## config.mk

```make
export PLATFORM = sky130hd
export DESIGN_NAME = note_mixer_flat
export DESIGN_NICKNAME = d
export VERILOG_FILES = /design/src/rtl/note_mixer_if.sv /design/src/rtl/note_mixer.sv /design/src/flat_wrapper.sv
export SDC_FILE = /design/constraint.sdc
export NUM_CORES = 1
export LEC_CHECK = 0
export ABC_AREA = 1
export CAP_MARGIN = 0
export CELL_PAD_IN_SITES_DETAIL_PLACEMENT = 1
export CELL_PAD_IN_SITES_GLOBAL_PLACEMENT = 1
export CORE_MARGIN = 2
export CORE_UTILIZATION = 45
export DETAILED_ROUTE_END_ITERATION = 8
export GPL_TIMING_DRIVEN = 0
export PLACE_DENSITY_LB_ADDON = 0.1
export SYNTH_ARGS = -nofsm -noshare
export SYNTH_HDL_FRONTEND = slang
export SYNTH_SLANG_ARGS = --single-unit
```

## constraint.sdc

```tcl
create_clock -name CLOCK_50 -period 23 [get_ports CLOCK_50]
set_input_delay 4.6 -clock CLOCK_50 [delete_from_list [all_inputs] [get_ports CLOCK_50]]
set_output_delay 4.6 -clock CLOCK_50 [all_outputs]
set_load 0.005 [all_outputs]
```

## src/rtl/note_mixer_if.sv

```systemverilog
// Codec-side audio bus: sample pair, write strobe and FIFO-space handshake.
// The mixer is the master; the codec FIFO (or testbench) is the slave.
interface note_mixer_if;
  logic        audio_out_allowed;
  logic        write_audio_out;
  logic [31:0] left_channel_audio_out;
  logic [31:0] right_channel_audio_out;
  logic [7:0]  dropped_count;

  modport master (
    input  audio_out_allowed,
    output write_audio_out,
    output left_channel_audio_out,
    output right_channel_audio_out,
    output dropped_count
  );

  modport slave (
    output audio_out_allowed,
    input  write_audio_out,
    input  left_channel_audio_out,
    input  right_channel_audio_out,
    input  dropped_count
  );
endinterface

```

## src/rtl/note_mixer.sv

```systemverilog
// Twelve-note square-wave mixer: per-note tone generators summed at the audio
// sample rate and handed to the codec FIFO through a small write FSM.
module note_mixer #(
  parameter int          SAMPLE_DIV = 1042,
  parameter logic [31:0] AMPLITUDE  = 32'h0100_0000
) (
  input  logic          CLOCK_50,
  input  logic          nReset,
  input  logic [11:0]   select_note,
  input  logic          play_en,
  note_mixer_if.master  audio
);

  localparam int DIV_W = (SAMPLE_DIV > 2) ? $clog2(SAMPLE_DIV) : 1;
  localparam logic [DIV_W-1:0] DIV_LAST = DIV_W'(SAMPLE_DIV - 1);

  localparam logic [16:0] HALF_PERIOD [12] = '{
    17'd95556, 17'd90193, 17'd85131, 17'd80353, 17'd75843, 17'd71586,
    17'd67568, 17'd63776, 17'd60197, 17'd56818, 17'd53629, 17'd50619
  };

  typedef enum logic [1:0] {IDLE, SUM, WAIT, WRITE} state_t;

  logic [11:0]      sel_meta, sel_sync;
  logic             play_meta, play_sync;
  logic [11:0]      note_on;
  logic [DIV_W-1:0] div_cnt;
  logic             tick;
  logic [16:0]      tone_cnt [12];
  logic [11:0]      phase;
  logic [31:0]      mix;
  state_t           state;

  always_ff @(posedge CLOCK_50 or negedge nReset) begin
    if (!nReset) begin
      sel_meta  <= '0;
      sel_sync  <= '0;
      play_meta <= 1'b0;
      play_sync <= 1'b0;
    end else begin
      sel_meta  <= select_note;
      sel_sync  <= sel_meta;
      play_meta <= play_en;
      play_sync <= play_meta;
    end
  end

  assign note_on = sel_sync & {12{play_sync}};

  // Tick is registered so it is high in the cycle where the counter reads 0.
  always_ff @(posedge CLOCK_50 or negedge nReset) begin
    if (!nReset) begin
      div_cnt <= '0;
      tick    <= 1'b0;
    end else if (div_cnt == DIV_LAST) begin
      div_cnt <= '0;
      tick    <= 1'b1;
    end else begin
      div_cnt <= div_cnt + 1'b1;
      tick    <= 1'b0;
    end
  end

  // Disabled generators are parked at count 0 / phase 0 so a new note starts low.
  always_ff @(posedge CLOCK_50 or negedge nReset) begin
    if (!nReset) begin
      for (int i = 0; i < 12; i++) tone_cnt[i] <= '0;
      phase <= '0;
    end else begin
      for (int i = 0; i < 12; i++) begin
        if (!note_on[i]) begin
          tone_cnt[i] <= '0;
          phase[i]    <= 1'b0;
        end else if (tone_cnt[i] == HALF_PERIOD[i] - 17'd1) begin
          tone_cnt[i] <= '0;
          phase[i]    <= ~phase[i];
        end else begin
          tone_cnt[i] <= tone_cnt[i] + 17'd1;
        end
      end
    end
  end

  always_comb begin
    mix = '0;
    for (int i = 0; i < 12; i++) begin
      if (note_on[i]) mix = phase[i] ? (mix + AMPLITUDE) : (mix - AMPLITUDE);
    end
  end

  // A tick arriving while a sample still waits for FIFO space replaces it and is counted as a drop.
  always_ff @(posedge CLOCK_50 or negedge nReset) begin
    if (!nReset) begin
      state                         <= IDLE;
      audio.write_audio_out         <= 1'b0;
      audio.left_channel_audio_out  <= '0;
      audio.right_channel_audio_out <= '0;
      audio.dropped_count           <= '0;
    end else begin
      audio.write_audio_out <= 1'b0;
      case (state)
        IDLE: begin
          if (tick) state <= SUM;
        end
        SUM: begin
          audio.left_channel_audio_out  <= mix;
          audio.right_channel_audio_out <= mix;
          state                         <= WAIT;
        end
        WAIT: begin
          if (tick) begin
            audio.left_channel_audio_out  <= mix;
            audio.right_channel_audio_out <= mix;
            if (audio.dropped_count != 8'hFF)
              audio.dropped_count <= audio.dropped_count + 8'd1;
          end
          if (audio.audio_out_allowed) begin
            state                 <= WRITE;
            audio.write_audio_out <= 1'b1;
          end
        end
        WRITE: begin
          state <= IDLE;
        end
        default: state <= IDLE;
      endcase
    end
  end

endmodule

```

## src/flat_wrapper.sv

```systemverilog
// flat-port wrapper written by rule: the top's interface ports become plain ports
module note_mixer_flat 
#(
  parameter int          SAMPLE_DIV = 1042,
  parameter logic [31:0] AMPLITUDE  = 32'h0100_0000
)
  (CLOCK_50, nReset, select_note, play_en, audio_audio_out_allowed, audio_write_audio_out, audio_left_channel_audio_out, audio_right_channel_audio_out, audio_dropped_count);
  note_mixer_if audio_i ();
  input  logic CLOCK_50;
  input  logic nReset;
  input  logic [11:0] select_note;
  input  logic play_en;
  input wire logic [$bits(audio_i.audio_out_allowed)-1:0] audio_audio_out_allowed;
  output wire logic [$bits(audio_i.write_audio_out)-1:0] audio_write_audio_out;
  output wire logic [$bits(audio_i.left_channel_audio_out)-1:0] audio_left_channel_audio_out;
  output wire logic [$bits(audio_i.right_channel_audio_out)-1:0] audio_right_channel_audio_out;
  output wire logic [$bits(audio_i.dropped_count)-1:0] audio_dropped_count;
  assign audio_i.audio_out_allowed = audio_audio_out_allowed;
  assign audio_write_audio_out = audio_i.write_audio_out;
  assign audio_left_channel_audio_out = audio_i.left_channel_audio_out;
  assign audio_right_channel_audio_out = audio_i.right_channel_audio_out;
  assign audio_dropped_count = audio_i.dropped_count;
  note_mixer #(.SAMPLE_DIV(SAMPLE_DIV), .AMPLITUDE(AMPLITUDE)) u_core (.CLOCK_50(CLOCK_50), .nReset(nReset), .select_note(select_note), .play_en(play_en), .audio(audio_i));
endmodule
```

; ---- After elaboration in Yosys (flattened, before gate mapping)
; Cells that the tools add are included.
[totals]
reg_bits = 297
inputBits = 16
out_inout_bits = 73
word_cells = 201
[op_classes]
addsub = 36
eq_ne = 32
muxes = 81
bitwise_logic = 13
reduce_logical = 5
[op_table]
columns = op, n
row1 = $mux W32, 25
row2 = $mux W17, 24
row3 = $add A32 B25 Y32 const B, 11
row4 = $sub A32 B25 Y32 const B, 11
row5 = $add A17 B1 Y17 const B, 12
row6 = $eq A17 B17 Y1 const B, 7
row7 = $eq A17 B16 Y1 const B, 5
row8 = $pmux W32 S2, 1
row9 = $mux W1, 27
row10 = $ne A2 B2 Y1 const B, 13
row11 = $and A12 B12 Y12, 1
row12 = $not A1 Y1, 12
row13 = $add A11 B1 Y11 const B, 1
row14 = $eq A11 B11 Y1 const B, 1
row15 = $mux W11, 1
row16 = $add A8 B1 Y8 const B, 1
row17 = $ne A8 B8 Y1 const B, 1
row18 = $pmux W2 S4, 1
row19 = $eq A2 B2 Y1 const B, 2
row20 = $mux W2, 2
row21 = $ne A2 B1 Y1 const B, 2
row22 = $reduce_and A2 Y1, 2
row23 = $reduce_and A3 Y1, 1
row24 = $eq A2 B1 Y1 const B, 1
row25 = other kinds (2), 2

; ---- Longest topological paths before layout
; Gate-level depths: netlist of the first run.
[logic_depth]
ltp_word = 37
depth_mapped = 74

; ---- Least setup slack after synthesis of the first run
; Ideal clock, no wire load.
[synth_path]
path_kind = reg-to-reg
start = register u_core.play_sync
end = register u_core.audio.left_channel_audio_out[31]
t_arrival_ps = 9829
required_ps = 22882
setup_slack_ps = 13053
stages_incl_launch_ff = 72
synth_period_minus_slack_ps = 9947
cell_sequence = dfrtp_1 > buf_6 > buf_8 > nand3_1 > nand2_1 > nand2_1 > inv_1 > ha_1 > inv_1 > nand2_1 > ha_1 > or2_2 > nand2_1 > inv_1 > ha_1 > a21oi_1 > o21ai_2 > xor2_1 > (+36 left out) > a21oi_1 > nor2_1 > nor2_1 > xor2_1 > nand2_1 > nand2_1 > inv_1 > ha_1 > nand2_1 > nor2_1 > a211oi_1 > nand2_1 > nand2_1 > nand3_1 > inv_1 > nand2_1 > nand3_1 > nand2_1
[synth_via]
elab_chain_cells = 37
elab_cells_between_ends = 48
cone_classes = 22 x add/sub / 25 x mux / 1 x bitwise
[synth_rtl]
columns = item, line_no
row1 = start: declaration, note_mixer.sv:25  ; logic play_meta, play_sync;
row2 = start signal: assignment, note_mixer.sv:44  ; play_sync <= play_meta;
row3 = $and A12 B12 Y12 *, note_mixer.sv:48  ; assign note_on = sel_sync & {12{play_sync}};
row4 = $mux W32, note_mixer.sv:87  ; if (note_on[i]) mix = phase[i] ? (mix + AMPLITUDE) : (mix - AMPLITUDE);
row5 = $sub A32 B25 Y32 / $add A32 B25 Y32 (equally long branches), note_mixer.sv:87
row6 = $mux W32 (2 in a row), note_mixer.sv:87
row7 = $sub A32 B25 Y32 / $add A32 B25 Y32 (equally long branches), note_mixer.sv:87
row8 = $mux W32 (2 in a row), note_mixer.sv:87
row9 = $sub A32 B25 Y32 / $add A32 B25 Y32 (equally long branches), note_mixer.sv:87
row10 = $mux W32 (2 in a row), note_mixer.sv:87
row11 = (+16 left out), n/a
row12 = $mux W32 (2 in a row), note_mixer.sv:87
row13 = $sub A32 B25 Y32 / $add A32 B25 Y32 (equally long branches), note_mixer.sv:87
row14 = $mux W32 (2 in a row), note_mixer.sv:87
row15 = $sub A32 B25 Y32 / $add A32 B25 Y32 (equally long branches), note_mixer.sv:87
row16 = $mux W32, note_mixer.sv:87
row17 = $mux W32 *, note_mixer.sv:87
row18 = $mux W32, note_mixer.sv:111  ; if (tick) begin
row19 = $pmux W32 S2 *, note_mixer.sv:101  ; case (state)
row20 = end signal: assignment, note_mixer.sv:106  ; audio.left_channel_audio_out <= mix;
row21 = end signal: assignment, note_mixer.sv:112  ; audio.left_channel_audio_out <= mix;
row22 = end: declaration, note_mixer_if.sv:13  ; output left_channel_audio_out,
; Every way passes the cells marked *; elsewhere a longest branch is shown, timed or not. The select of a mux whose other input is x is not followed.
; A chain may end at the register's enable or synchronous reset.

; ---- Worst setup path in the final report of the first run
[layout_path]
start = register u_core.sel_sync[0]
end = register u_core.audio.left_channel_audio_out[31]
[layout_via]
elab_chain_cells = 37
elab_cells_between_ends = 48
cone_classes = 22 x add/sub / 25 x mux / 1 x bitwise
[layout_rtl]
columns = item, line_no
row1 = start: declaration, note_mixer.sv:24  ; logic [11:0] sel_meta, sel_sync;
row2 = start signal: assignment, note_mixer.sv:42  ; sel_sync <= sel_meta;
row3 = $and A12 B12 Y12 *, note_mixer.sv:48
row4 = $mux W32 *, note_mixer.sv:87
row5 = $sub A32 B25 Y32 / $add A32 B25 Y32 (equally long branches), note_mixer.sv:87
row6 = $mux W32, note_mixer.sv:87
row7 = $mux W32 *, note_mixer.sv:87
row8 = $sub A32 B25 Y32 / $add A32 B25 Y32 (equally long branches), note_mixer.sv:87
row9 = $mux W32, note_mixer.sv:87
row10 = $mux W32 *, note_mixer.sv:87
row11 = (+21 left out), n/a
row12 = $sub A32 B25 Y32 / $add A32 B25 Y32 (equally long branches), note_mixer.sv:87
row13 = $mux W32, note_mixer.sv:87
row14 = $mux W32 *, note_mixer.sv:87
row15 = $sub A32 B25 Y32 / $add A32 B25 Y32 (equally long branches), note_mixer.sv:87
row16 = $mux W32, note_mixer.sv:87
row17 = $mux W32 *, note_mixer.sv:87
row18 = $mux W32, note_mixer.sv:111
row19 = $pmux W32 S2 *, note_mixer.sv:101
; Marked as above.

==> results.txt, run 1 <==
The final layout contains routed wiring with a total length of 40,400 um. The class of the tightest hold or removal check is flop to flop. The maximum clock rate came out at 87.9 MHz. The share of async-settable or async-resettable flops after synthesis was 1.00; the total global-route track usage was 0.215. The total number of vias was 14,600. The maximum cell stage delay along the critical path is 0.48 ns, and the met3 wire length is 1010 um. Post-CTS repair changed the size of 0 cells. The cell accounting for the most synthesized area is sky130_fd_sc_hd__dfrtp_1.

The sort of element at the start of the critical path is a flop. The run gives 0 as the DRC violation count after routing. The instance area at placement is 18,500 um^2.

End point of the worst hold path: u_core.sel_sync[1]. The core region is 37,700 um^2. The run gives 0 as the remaining global-route overflow.

The endpoint identified for the worst register-to-register timing path is u_core.audio.left_channel_audio_out[31]. The H-tree generated during clock tree synthesis spans 2 levels. For this design, the slowest cell found on the critical path is sky130_fd_sc_hd__dfrtp_1. Routability-driven placement finished with a final weighted congestion of 0.864. The final worst clock skew is 0.0315 ns, and the number of detailed-routing iterations run before antenna repair is 4.

After clock tree synthesis, the clock-pin slew on the worst setup and hold paths is 0.06 ns. Per-cell via count in the routed design: 5.09. The top cell types in the final layout, fill and taps aside, are sky130_fd_sc_hd__nand2_1, sky130_fd_sc_hd__inv_1, sky130_fd_sc_hd__nor2_1. The warning count from the yosys run is 0. Setup repair after global routing left no endpoint under its margin. Summed over all nets, the half-perimeter wirelength after detailed placement is 30,500 um.

The most used flip-flop cell after synthesis was sky130_fd_sc_hd__dfrtp_1. Dividing the detail-routed wire length by the instance count gives 14.1 um. Of all nets on the critical path, the largest fanout is 5.

The tools report the number of buffers inserted by post-CTS setup repair as 0. In this run the power density over the cells is 74.6 nW/um^2. The final-stage net count was 2,446. The tools report the site row count as 71.

In this run the count of I/O pins placed on the die edge is 89. The critical path starts at u_core.sel_sync[0]. The worst hold path passes through 0 cells. After synthesis, the netlist uses 52 different library cells. The share of final-layout standard cells stronger than drive strength 1 is 0.0930, and the via count of the first global-routing pass is 15,600. Number of slew-limit violations in the final report: 0.

The filler cells instantiated in the layout total 4,751. Counting the buffers created by CTS gives 34. The cell count of the worst reg-to-reg path is 68, and the number of port buffers is 40.

The die is 200 um tall. The logs give 6830 um^2 for the register cell area after layout and 71,300 um for the first-pass GRT wire length. The buffer depth of the longest clock path is 3. For the finished layout cell area, the log shows 19,600 um^2. The post-layout minimum cycle time is 11.37 ns, and the number of flops mapped to enable cells by yosys is 0. The starting density of the core was 0.457. The area share of the largest cell type after synthesis was 0.397. The number of sinks driven by the clock tree is 273, and the total count of hold-check failures in the final report is 0. The run finished with clean final reports.

The number of hold buffers added after CTS was 0. The setup check on the worst reg-to-reg path leaves a slack of 11.63 ns. The overall die area is 39,800 um^2. The post-synthesis instance total was 2,205; the share of the core filled with cells in the final layout was 0.521. The mean post-synth cell area works out to 7.80 um^2.

Detailed routing placed a total of 20,200 um of wire on met2. The part of the Yosys area used for sequential elements came out at 0.397. Uppermost signal routing layer after detailed routing: met4.

0 antenna diodes ended up in the layout. The required time of the critical path is 23.43 ns, and the maximum number of pins on one net before global-route repair is 116. The tree is rooted in a sky130_fd_sc_hd__clkbuf_16.

The largest voltage drop on the vdd net is 43.7 uV, and the max-cap check violation count is 0. Yosys attributes the largest share of cell area to sky130_fd_sc_hd__dfrtp_1, sky130_fd_sc_hd__nand2_1, sky130_fd_sc_hd__inv_1. Across all hold checks on the routed design, the worst slack comes to 0.346 ns.

The width of the die works out to 200 um. Setup violations remaining at the end of the flow were counted as 0. The multi-input combinational cells in the finished layout cover a total of 8650 um^2. The initial antenna violation count was 0. The critical setup path kind was flop to flop. The aggregate negative setup slack was 0 ns.

TritonCTS built the clock tree. The tools report the hold path startpoint as u_core.sel_meta[1]. The layout overhead on the synthesized area was 14.1%. Summed over all cells, the static leakage comes to 0.00885 uW. The worst register-to-register path begins at u_core.sel_sync[0].

The final clock period utilization by the worst path works out to 0.495. Later-pin clock latency in the skew report: 0.57 ns. STA classifies the critical path endpoint as a flop. Data on the critical path arrives at its endpoint at 11.80 ns.

Counting stages on the worst path, the most repeated cell is sky130_fd_sc_hd__nand2_1. The run gives 17,200 um^2 as the synthesized area. The detail route stage leaves a number of antenna-violating nets equal to 0. Most common cell after layout, fill and taps aside: sky130_fd_sc_hd__nand2_1. At the pin with the least slew margin, the transition time is 1.18 ns. Worst max-slew margin expressed relative to the limit: 0.202. The run gives 408 as the number of design-rule violations left by the first detailed-router iteration. Counting flops and latches in the post-synthesis netlist gives 273. After detailed routing, the wire length on met1 is 18,200 um.
## worst max-delay path: cells and delay by family (launching register included)
kind | cells | cell delay [ns]
AOI/OAI and AO/OA | 10 | 2.24
buffers and inverters | 11 | 0.75
xor gates and xnor gates | 5 | 0.83
and+or+nand+nor | 30 | 3.13
DFF | 1 | 0.48
adders and majority gates | 12 | 3.80
## logic make-up after synthesis
group / after synthesis / share of synthesized area
compound gates: 276 / 0.0927
xor+xnor: 65 / 0.0331
fa+ha+maj: 100 / 0.0775
buf+inv: 426 / 0.111
flops: 273 / 0.397
mux: 1 / 0.000654
other cells: 1 / 0.000218
simple gates: 1063 / 0.288
## cells in the mapped netlist (19+ instances only)
library cell               number
sky130_fd_sc_hd__nor2_1       285
sky130_fd_sc_hd__nand3_1      115
sky130_fd_sc_hd__o21ai_0       68
sky130_fd_sc_hd__a21oi_1      120
sky130_fd_sc_hd__ha_1          89
sky130_fd_sc_hd__inv_1        335
sky130_fd_sc_hd__a211oi_1      23
sky130_fd_sc_hd__nand2_2       22
sky130_fd_sc_hd__nand4_1       28
sky130_fd_sc_hd__buf_4         60
sky130_fd_sc_hd__xor2_1        46
sky130_fd_sc_hd__dfrtp_1      273
sky130_fd_sc_hd__nor3_1        95
sky130_fd_sc_hd__nand2_1      387
sky130_fd_sc_hd__xnor2_1       19
sky130_fd_sc_hd__nor3b_1       35
sky130_fd_sc_hd__nor4_1        29
## area by class of cell
cell class,count,area share
Buffer,80,0.0308
Clock buffer,44,0.0488
Clock inverter,17,0.00943
Inverter,346,0.0664
Multi-Input combinational cell,1553,0.440
Sequential cell,273,0.348
Tap cell,511,0.0326
Timing Repair Buffer,42,0.0235
## worst max path at each step
stage / depth (start not counted) / endpoint / slack, ns
2_1_floorplan: 71 / u_core.audio.left_channel_audio_out[31] / 13.05
3_3_place_gp: 1 / u_core.tone_cnt[96] / 5.11
3_5_place_dp: 70 / u_core.audio.left_channel_audio_out[31] / 11.62
4_1_cts: 70 / u_core.audio.left_channel_audio_out[31] / 11.58
5_1_grt: 68 / u_core.audio.left_channel_audio_out[31] / 10.56
6_report: 68 / u_core.audio.left_channel_audio_out[31] / 11.63
## sequential cells by signal (all words and copies together) (netlist names)
name and count:
u_core.audio.dropped_count 8, u_core.play_sync 1, u_core.phase 12, u_core.sel_sync 12, u_core.tone_cnt 204, u_core.sel_meta 12, u_core.play_meta 1, u_core.audio.write_audio_out 1
u_core.state 2, u_core.tick 1, u_core.audio.left_channel_audio_out 8, u_core.div_cnt 11
## per-layer routing
metal / GRT usage / up-vias
met5: 0 / -
met4: 0.0639 / 0
met3: 0.0314 / 60
met2: 0.392 / 125
met1: 0.262 / 7110
li1: - / 7280
## report_power, final
| group | switching (uW) | internal (uW) |
|---|---|---|
| clock | 222 | 320 |
| combinational | 262 | 171 |
| sequential | 4.73 | 486 |
| total | 488 | 977 |
## stage by stage
step | instances | total power, uW | worst slack, ns
after floorplan | 2252 | 841 | 13.05
after global placement | 2803 | 914 | 5.11
after detailed placement | 2805 | 934 | 11.62
after CTS | 2866 | 1490 | 11.58
after global routing | 2866 | 1570 | 10.56
final | 2866 | 1470 | 11.63
No activity file was read; power rests on OpenSTA's default activity.
==> run 2: changes to the inputs <==
--- a/config.mk
+++ b/config.mk
@@ -10,7 +10,7 @@
 export CELL_PAD_IN_SITES_DETAIL_PLACEMENT = 1
 export CELL_PAD_IN_SITES_GLOBAL_PLACEMENT = 1
 export CORE_MARGIN = 2
-export CORE_UTILIZATION = 45
+export CORE_UTILIZATION = 41
 export DETAILED_ROUTE_END_ITERATION = 8
 export GPL_TIMING_DRIVEN = 0
 export PLACE_DENSITY_LB_ADDON = 0.1
==> constraint.sdc (replaced) <==
create_clock -name CLOCK_50 -period 10.25 [get_ports CLOCK_50]
set_input_delay 2.05 -clock CLOCK_50 [delete_from_list [all_inputs] [get_ports CLOCK_50]]
set_output_delay 2.05 -clock CLOCK_50 [all_outputs]
set_load 0.005 [all_outputs]
==> run 2 against run 1 <==
Via count increased by 0.80%. Largest power group is now combinational logic. Register-to-register slack lost 11 ns. Core utilization is 2.0 points lower. Non-clock buffer count rose by 51. Die area rose by 9.6%. Critical path depth up 1.
==> results.txt, run 2 (same netlist as run 1, synthesis figures left out) <==
The flow ran to the end, and the final reports show no timing, DRC or antenna violations. The final-stage net count came out at 2,497 (was 2,446). The met2 usage came out at 0.349 (was 0.392). The DRC violation count after routing was 0 (unchanged). The cell count after placement is 2,833 (was 2,805). The clock-pin slew of the registers on the worst-case setup and hold paths came out at 0.06 ns (about the same). For the arrival time of data at the critical path endpoint, the log shows 10.45 ns (was 11.80 ns).

The site row count is 75 (was 71). Required time of the critical path: 10.67 ns (was 23.43 ns). For the non-filler instance count after layout, the log shows 2,944 (was 2,866). Chip height: 209 um (was 200 um). The tools report the sort of element at the start of the critical path as a flop (unchanged).

The number of slew-limit violations in the final report was 0 (unchanged); the layout overhead on the synthesized area was 21.4% (was 14.1%). The power spent charging and discharging nets is 1240 uW (was 488 uW). The run gives 0.0283 (was 0.0314) as the met3 demand-to-capacity share in global routing. The tools report the final worst setup slack as 0.225 ns (was 11.63 ns). The ratio of total power to cell area works out to 175 nW/um^2 (was 74.6 nW/um^2). Hold path startpoint: u_core.sel_meta[8] (was u_core.sel_meta[1]). The tools report the total inserted antenna cells as 0 (unchanged).

The number of cells traversed by the worst hold path came out at 0 (unchanged). The post-layout minimum cycle time is 10.02 ns (was 11.37 ns). The most numerous cell on the critical path is sky130_fd_sc_hd__ha_4 (was sky130_fd_sc_hd__nand2_1). TritonCTS built the clock tree.

The run gives 0.0228 ns (was 0.0315 ns) as the final worst clock skew. The tools report the clock share of power as 0.325 (was 0.370). Worst max-slew margin expressed relative to the limit: 0.196 (was 0.202). The tools report the half-perimeter wire length of the detailed placement result as 30,300 um (was 30,500 um).

The highest-utilization routing layer at the global route stage was met2 (unchanged). The remaining global-route overflow is 0 (unchanged), and the maximum cell stage delay along the critical path is 0.37 ns (was 0.48 ns). The share of total power in combinational logic is 0.373 (was 0.295), and the initial antenna violation count is 0 (unchanged). The end point of the worst hold path is u_core.sel_sync[8] (was u_core.sel_sync[1]). For the internal power summed over all cells, the log shows 2410 uW (was 977 uW). The total setup violations reported at the end of the flow is 0 (unchanged), and the per-cell routed wire length is 14.4 um (was 14.1 um).

The run gives 41,700 um^2 (was 37,700 um^2) as the core region area. The largest fanout of any net on the critical path works out to 5 (unchanged). The class of the tightest hold or removal check was flop to flop (unchanged). The final clock period utilization by the worst path was 0.978 (was 0.495); the number of flip-flops under the largest register name was 204 (unchanged). The logs give 42,500 um (was 40,400 um) for the post-detailed-routing wire length and 0.795 (was 0.864) for the final weighted congestion in routability-driven placement. The slew of the pin with the lowest slew margin is 1.19 ns (was 1.18 ns), and the number of antenna-violating nets in the routed design is 0 (unchanged).

Destination of the worst register-to-register timing path: u_core.audio.left_channel_audio_out[31] (unchanged). The tools report the nature of the critical path endpoint as a flop (unchanged). Most common cell after layout, fill and taps aside: sky130_fd_sc_hd__nand2_1 (unchanged).

Share of final-layout standard cells stronger than drive strength 1: 0.167 (was 0.0930). The number of design-rule violations left by the first detailed-router iteration is 551 (was 408). The number of sinks driven by the clock tree came out at 273 (unchanged). For the leakage component of the power, the log shows 0.00918 uW (was 0.00885 uW). The width of the die was 209 um (was 200 um); the total count of hold-check failures in the final report was 0 (unchanged).

Per-cell via count in the routed design: 4.99 (was 5.09). The switching fraction of total power came out at 0.340 (was 0.333). The register with the most flip-flops is u_core.tone_cnt (unchanged).

The tools report the total number of vias as 14,700 (was 14,600). The max-cap check violation count came out at 0 (unchanged). For the number of detailed-routing iterations run before antenna repair, the log shows 6 (was 4). For the maximum clock rate, the log shows 99.8 MHz (was 87.9 MHz).

The tools report the buffer depth of the longest clock path as 3 (unchanged). The critical setup path kind is flop to flop (unchanged). The start of the worst register-to-register path is u_core.play_sync (was u_core.sel_sync[0]).

The first-pass GRT wire length is 71,700 um (was 71,300 um), and the I/O pin count is 89 (unchanged). The tools report the starting density of the core as 0.413 (was 0.457). The setup slack at placement was -1.02 ns (was 11.62 ns); the number of buffers added by the clock tree synthesis step was 34 (unchanged). For the number of levels the H-tree was split into, the log shows 2 (unchanged). The critical-path cell with the highest stage delay is sky130_fd_sc_hd__dfrtp_1 (unchanged).

The maximum number of pins on one net before global-route repair is 116 (unchanged). The run gives 0.23 ns (was 11.63 ns) as the setup slack of the most critical reg-to-reg path. Overall die area: 43,600 um^2 (was 39,800 um^2). The tools report the via count of the first global-routing pass as 15,500 (was 15,600). The largest voltage drop on the vdd net is 103 uV (was 43.7 uV). The number of port buffers works out to 40 (unchanged). Sequential cell fraction of total power: 0.302 (was 0.335).

The cell count of the worst reg-to-reg path came out at 69 (was 68). Commonest cells after routing, fill and taps aside: sky130_fd_sc_hd__nand2_1, sky130_fd_sc_hd__inv_1, sky130_fd_sc_hd__nor2_1 (unchanged). Share of the core filled with cells in the final layout: 0.501 (was 0.521).

The tools report the later-pin clock latency in the skew report as 0.55 ns (was 0.57 ns). The buffer type at the clock tree root was sky130_fd_sc_hd__clkbuf_16 (unchanged). The logs give 0.242 (was 0.262) for the global-route track usage on met1 and 0.194 (was 0.215) for the total global-route track usage.
run 2: changes by cell type in the layout (fill, tap and decap cells not counted), sizes merged:
cell	previous run	this run
inv	341	343
clkinv	19	15
bufinv	2	1
clkbuf	57	59
buf	70	121
run 2: stage by stage:
stage	TNS [ns]	total power [uW]	area [um^2]	hold slack, ns
floorplan	0	1890	17400	0.331
global placement	-1409.97	2060	18500	0.336
detailed placement	-2.07	2100	18500	0.336
CTS	0	3470	20200	0.349
global route	-0.504	3890	20900	0.353
finish	0	3650	20900	0.349
run 2: power by group through the flow:
stage / Combinational [uW] / Sequential (uW) / Clock (uW)
global placement: 936 / 1120 / 0
finish: 1360 / 1100 / 1190
floorplan: 770 / 1120 / 0
global route: 1520 / 1100 / 1270
CTS: 1140 / 1100 / 1230
detailed placement: 976 / 1120 / 0
run 2: area by class of cell:
type / instances / area, um^2
clock buffer: 46 / 986
fill: 5059 / 20800
clock inverter: 14 / 124
multi-input combinational: 1553 / 9500
buffer: 80 / 611
sequential: 273 / 6830
timing repair buffer: 93 / 843
inverter: 346 / 1310
tap: 539 / 674
run 2: metal layers:
| layer | vias up | part of all wire |
|---|---|---|
| li1 | 7378 | - |
| met1 | 7133 | 0.45 |
| met2 | 115 | 0.50 |
| met3 | 65 | 0.026 |
| met4 | 0 | 0.022 |
| met5 | - | 0 |
run 2: critical path, delay by kind of cell, from the launching register on:
| family | cells | cell delay, ns |
|---|---|---|
| compound gates | 6 | 1.07 |
| buf+inv | 11 | 0.80 |
| fa+ha+maj | 12 | 3.23 |
| flops | 1 | 0.37 |
| xor+xnor | 8 | 1.16 |
| simple gates | 32 | 3.27 |
run 2: repair_timing:
item | in CTS | in global routing
gates cloned | 0 | 0
pin swaps | 26 | 85
setup endpoints to repair | 4 | 4
buffers inserted | 18 | 33
hold buffers | 0 | 0
gates resized for setup | 70 | 93
run 2: worst max-delay path by stage:
stage	start	to	slack (ns)	depth (start not counted)
global placement	nReset	u_core.tone_cnt[93]	-5.21	1
global route	u_core.play_sync	u_core.audio.left_channel_audio_out[31]	-0.30	73
floorplan	u_core.play_sync	u_core.audio.left_channel_audio_out[31]	0.30	71
finish	u_core.play_sync	u_core.audio.left_channel_audio_out[31]	0.23	69
detailed placement	u_core.play_sync	u_core.audio.left_channel_audio_out[31]	-1.02	69
CTS	u_core.play_sync	u_core.audio.left_channel_audio_out[31]	0.002	64
==> run 3: changes to the inputs <==
--- a/config.mk
+++ b/config.mk
@@ -11,6 +11,7 @@
 export CELL_PAD_IN_SITES_GLOBAL_PLACEMENT = 1
 export CORE_MARGIN = 2
 export CORE_UTILIZATION = 41
+export CTS_CLUSTER_SIZE = 40
 export DETAILED_ROUTE_END_ITERATION = 8
 export GPL_TIMING_DRIVEN = 0
 export PLACE_DENSITY_LB_ADDON = 0.1
==> run 3 against run 2 <==
Fmax is essentially flat. Sequential cell count is the same. Global-route usage is the same. Non-clock buffer count is the same. Worst hold slack is essentially flat. Power is essentially flat. Clock power is essentially flat. Register-to-register slack is essentially flat. Critical endpoint unchanged. Cell count is the same. Largest cell class unchanged. Clock-buffer cell count is the same. Setup slack gained 0.0017 ns.
==> results.txt, run 3 (same netlist as run 1, synthesis figures left out) <==
The destination of the worst register-to-register timing path was u_core.audio.left_channel_audio_out[31] (unchanged). For the remaining global-route overflow, the log shows 0 (unchanged). The I/O pin count is 89 (unchanged).

The final worst clock skew was 0.0226 ns (was 0.0228 ns). For the starting density of the core, the log shows 0.413 (unchanged). The count of hold-fix buffers inserted at cts came out at 0 (unchanged). The class of the tightest hold or removal check was flop to flop (unchanged). The cell count of the worst reg-to-reg path was 69 (unchanged); the number of detailed-routing iterations run before antenna repair was 6 (unchanged).

The tools report the end point of the worst hold path as u_core.sel_sync[8] (unchanged). Overall die area: 43,600 um^2 (unchanged). Register with the most flip-flops: u_core.tone_cnt (unchanged). The instance area at placement was 18,500 um^2 (unchanged).

The setup slack of the most critical reg-to-reg path is 0.23 ns (about the same). The met2 usage is 0.349 (unchanged). Hold path startpoint: u_core.sel_meta[8] (unchanged). For the number of levels the H-tree was split into, the log shows 2 (unchanged). The maximum clock rate is 99.8 MHz (about the same), and the power spent charging and discharging nets is 1240 uW (about the same). Critical setup path kind: flop to flop (unchanged).

The max-cap check violation count came out at 0 (unchanged). The post-layout minimum cycle time works out to 10.02 ns (about the same). The number of fill cells was 5,059 (unchanged).

The most numerous cell on the critical path was sky130_fd_sc_hd__ha_4 (unchanged). The run gives 0.00918 uW (unchanged) as the leakage component of the power. The internal power summed over all cells is 2410 uW (about the same), and the total count of hold-check failures in the final report is 0 (unchanged). The final worst setup slack was 0.227 ns (was 0.225 ns). TritonCTS built the clock tree. The DRC violation count after routing is 0 (unchanged). Arrival time of data at the critical path endpoint: 10.44 ns (was 10.45 ns). The run gives -1.02 ns (unchanged) as the setup slack at placement. The nature of the critical path endpoint was a flop (unchanged).

The slew of the pin with the lowest slew margin was 1.19 ns (about the same); the total number of vias was 14,700 (about the same). The total global-route track usage is 0.194 (unchanged), and the largest fanout of any net on the critical path is 5 (unchanged). The logs give 0 (unchanged) for the total setup violations reported at the end of the flow and 2,497 (unchanged) for the final-stage net count. The tools report the later-pin clock latency in the skew report as 0.55 ns (about the same).

For the finished layout cell area, the log shows 20,900 um^2 (unchanged). The width of the die is 209 um (unchanged), and the final clock period utilization by the worst path is 0.978 (about the same). Met3 demand-to-capacity share in global routing: 0.0283 (unchanged). Critical-path cell with the highest stage delay: sky130_fd_sc_hd__dfrtp_1 (unchanged).

The aggregate negative setup slack is 0 ns (unchanged), and the total inserted antenna cells is 0 (unchanged). Per-cell routed wire length: 14.4 um (about the same). The largest voltage drop on the vdd net is 103 uV (about the same). The core region area is 41,700 um^2 (unchanged). Number of flip-flops under the largest register name: 204 (unchanged). The share of final-layout standard cells stronger than drive strength 1 was 0.167 (unchanged); the cell count after placement was 2,833 (unchanged).

The number of cells traversed by the worst hold path came out at 0 (unchanged). The clock-pin slew of the registers on the worst-case setup and hold paths was 0.06 ns (about the same). Per-cell via count in the routed design: 4.99 (about the same). The tools report the number of buffers added by the clock tree synthesis step as 34 (unchanged). The number of slew-limit violations in the final report came out at 0 (unchanged). The share of total power in combinational logic came out at 0.373 (about the same). The start of the worst register-to-register path is u_core.play_sync (unchanged).

Highest-utilization routing layer at the global route stage: met2 (unchanged). The tools report the site row count as 75 (unchanged). The switching fraction of total power is 0.340 (about the same). The number of sinks driven by the clock tree came out at 273 (unchanged).

Most common cell after layout, fill and taps aside: sky130_fd_sc_hd__nand2_1 (unchanged). The buffer depth of the longest clock path is 3 (unchanged). The maximum cell stage delay along the critical path was 0.37 ns (about the same). The flow ran to the end, and the final reports show no timing, DRC or antenna violations. The non-filler instance count after layout was 2,944 (unchanged); the number of port buffers was 40 (unchanged). The sequential cell fraction of total power was 0.302 (about the same); the maximum number of pins on one net before global-route repair was 116 (unchanged). The logs give 0 (unchanged) for the number of antenna-violating nets in the routed design and 42,500 um (about the same) for the post-detailed-routing wire length. The first-pass GRT wire length is 71,700 um (unchanged), and the layout overhead on the synthesized area is 21.4% (unchanged).

Ratio of total power to cell area: 175 nW/um^2 (about the same). The half-perimeter wire length of the detailed placement result is 30,300 um (unchanged), and the required time of the critical path is 10.67 ns (about the same). The tools report the initial antenna violation count as 0 (unchanged).

The global-route track usage on met1 is 0.242 (unchanged). Commonest cells after routing, fill and taps aside: sky130_fd_sc_hd__nand2_1, sky130_fd_sc_hd__inv_1, sky130_fd_sc_hd__nor2_1 (unchanged). For the via count of the first global-routing pass, the log shows 15,500 (unchanged). The chip height is 209 um (unchanged). The logs give 0.795 (unchanged) for the final weighted congestion in routability-driven placement and 0.195 (was 0.196) for the worst max-slew margin expressed relative to the limit.

Sort of element at the start of the critical path: a flop (unchanged). Worst hold margin: 0.349 ns (about the same). The number of design-rule violations left by the first detailed-router iteration was 541 (was 551).

Buffer type at the clock tree root: sky130_fd_sc_hd__clkbuf_16 (unchanged). Clock share of power: 0.325 (about the same).
-- run 3: final cells by class --
cell class / instances / area [um^2] / share of cell area
Clock inverter: 14 / 124 / 0.00593
Clock buffer: 46 / 986 / 0.0472
Tap cell: 539 / 674 / 0.0323
Buffer: 80 / 611 / 0.0292
Timing Repair Buffer: 93 / 843 / 0.0404
Inverter: 346 / 1310 / 0.0627
Multi-Input combinational cell: 1553 / 9500 / 0.455
Sequential cell: 273 / 6830 / 0.327
-- run 3: critical path, delay by kind of cell, from the launching register on --
| kind | cells | cell delay (ns) |
|---|---|---|
| buf+inv | 11 | 0.80 |
| simple gates | 32 | 3.27 |
| flops | 1 | 0.37 |
| compound gates | 6 | 1.07 |
| fa+ha+maj | 12 | 3.23 |
| xor+xnor | 8 | 1.16 |
-- run 3: power by group through the flow --
stage	Sequential, uW	Combinational [uW]	Clock, uW
after floorplan	1120	770	0
after global placement	1120	936	0
after detailed placement	1120	976	0
after CTS	1100	1140	1230
after global routing	1100	1520	1270
final	1100	1360	1190
-- run 3: what timing repair did --
| action | in CTS | in global routing |
|---|---|---|
| setup buffers | 18 | 33 |
| setup endpoints to repair | 4 | 4 |
| gates resized for setup | 70 | 93 |
| hold endpoints to repair | 0 | 0 |
| pin swaps | 26 | 85 |
-- run 3: stage by stage --
stage | total power [uW] | util
detailed placement | 2100 | 0.445
global route | 3890 | 0.501
finish | 3650 | 0.501
CTS | 3470 | 0.486
floorplan | 1890 | -
global placement | 2060 | 0.443
-- run 3: layer usage --
layer	part of all wire	vias to the layer above
met5	0	-
met4	0.022	0
met3	0.026	67
met2	0.50	123
met1	0.45	7136
li1	-	7374
-- run 3: worst max path at each step --
stage                          start                                       to  cells after the start
floorplan           u_core.play_sync  u_core.audio.left_channel_audio_out[31]                     71
global placement              nReset                      u_core.tone_cnt[93]                      1
detailed placement  u_core.play_sync  u_core.audio.left_channel_audio_out[31]                     69
CTS                 u_core.play_sync  u_core.audio.left_channel_audio_out[31]                     64
global route        u_core.play_sync  u_core.audio.left_channel_audio_out[31]                     73
finish              u_core.play_sync  u_core.audio.left_channel_audio_out[31]                     69
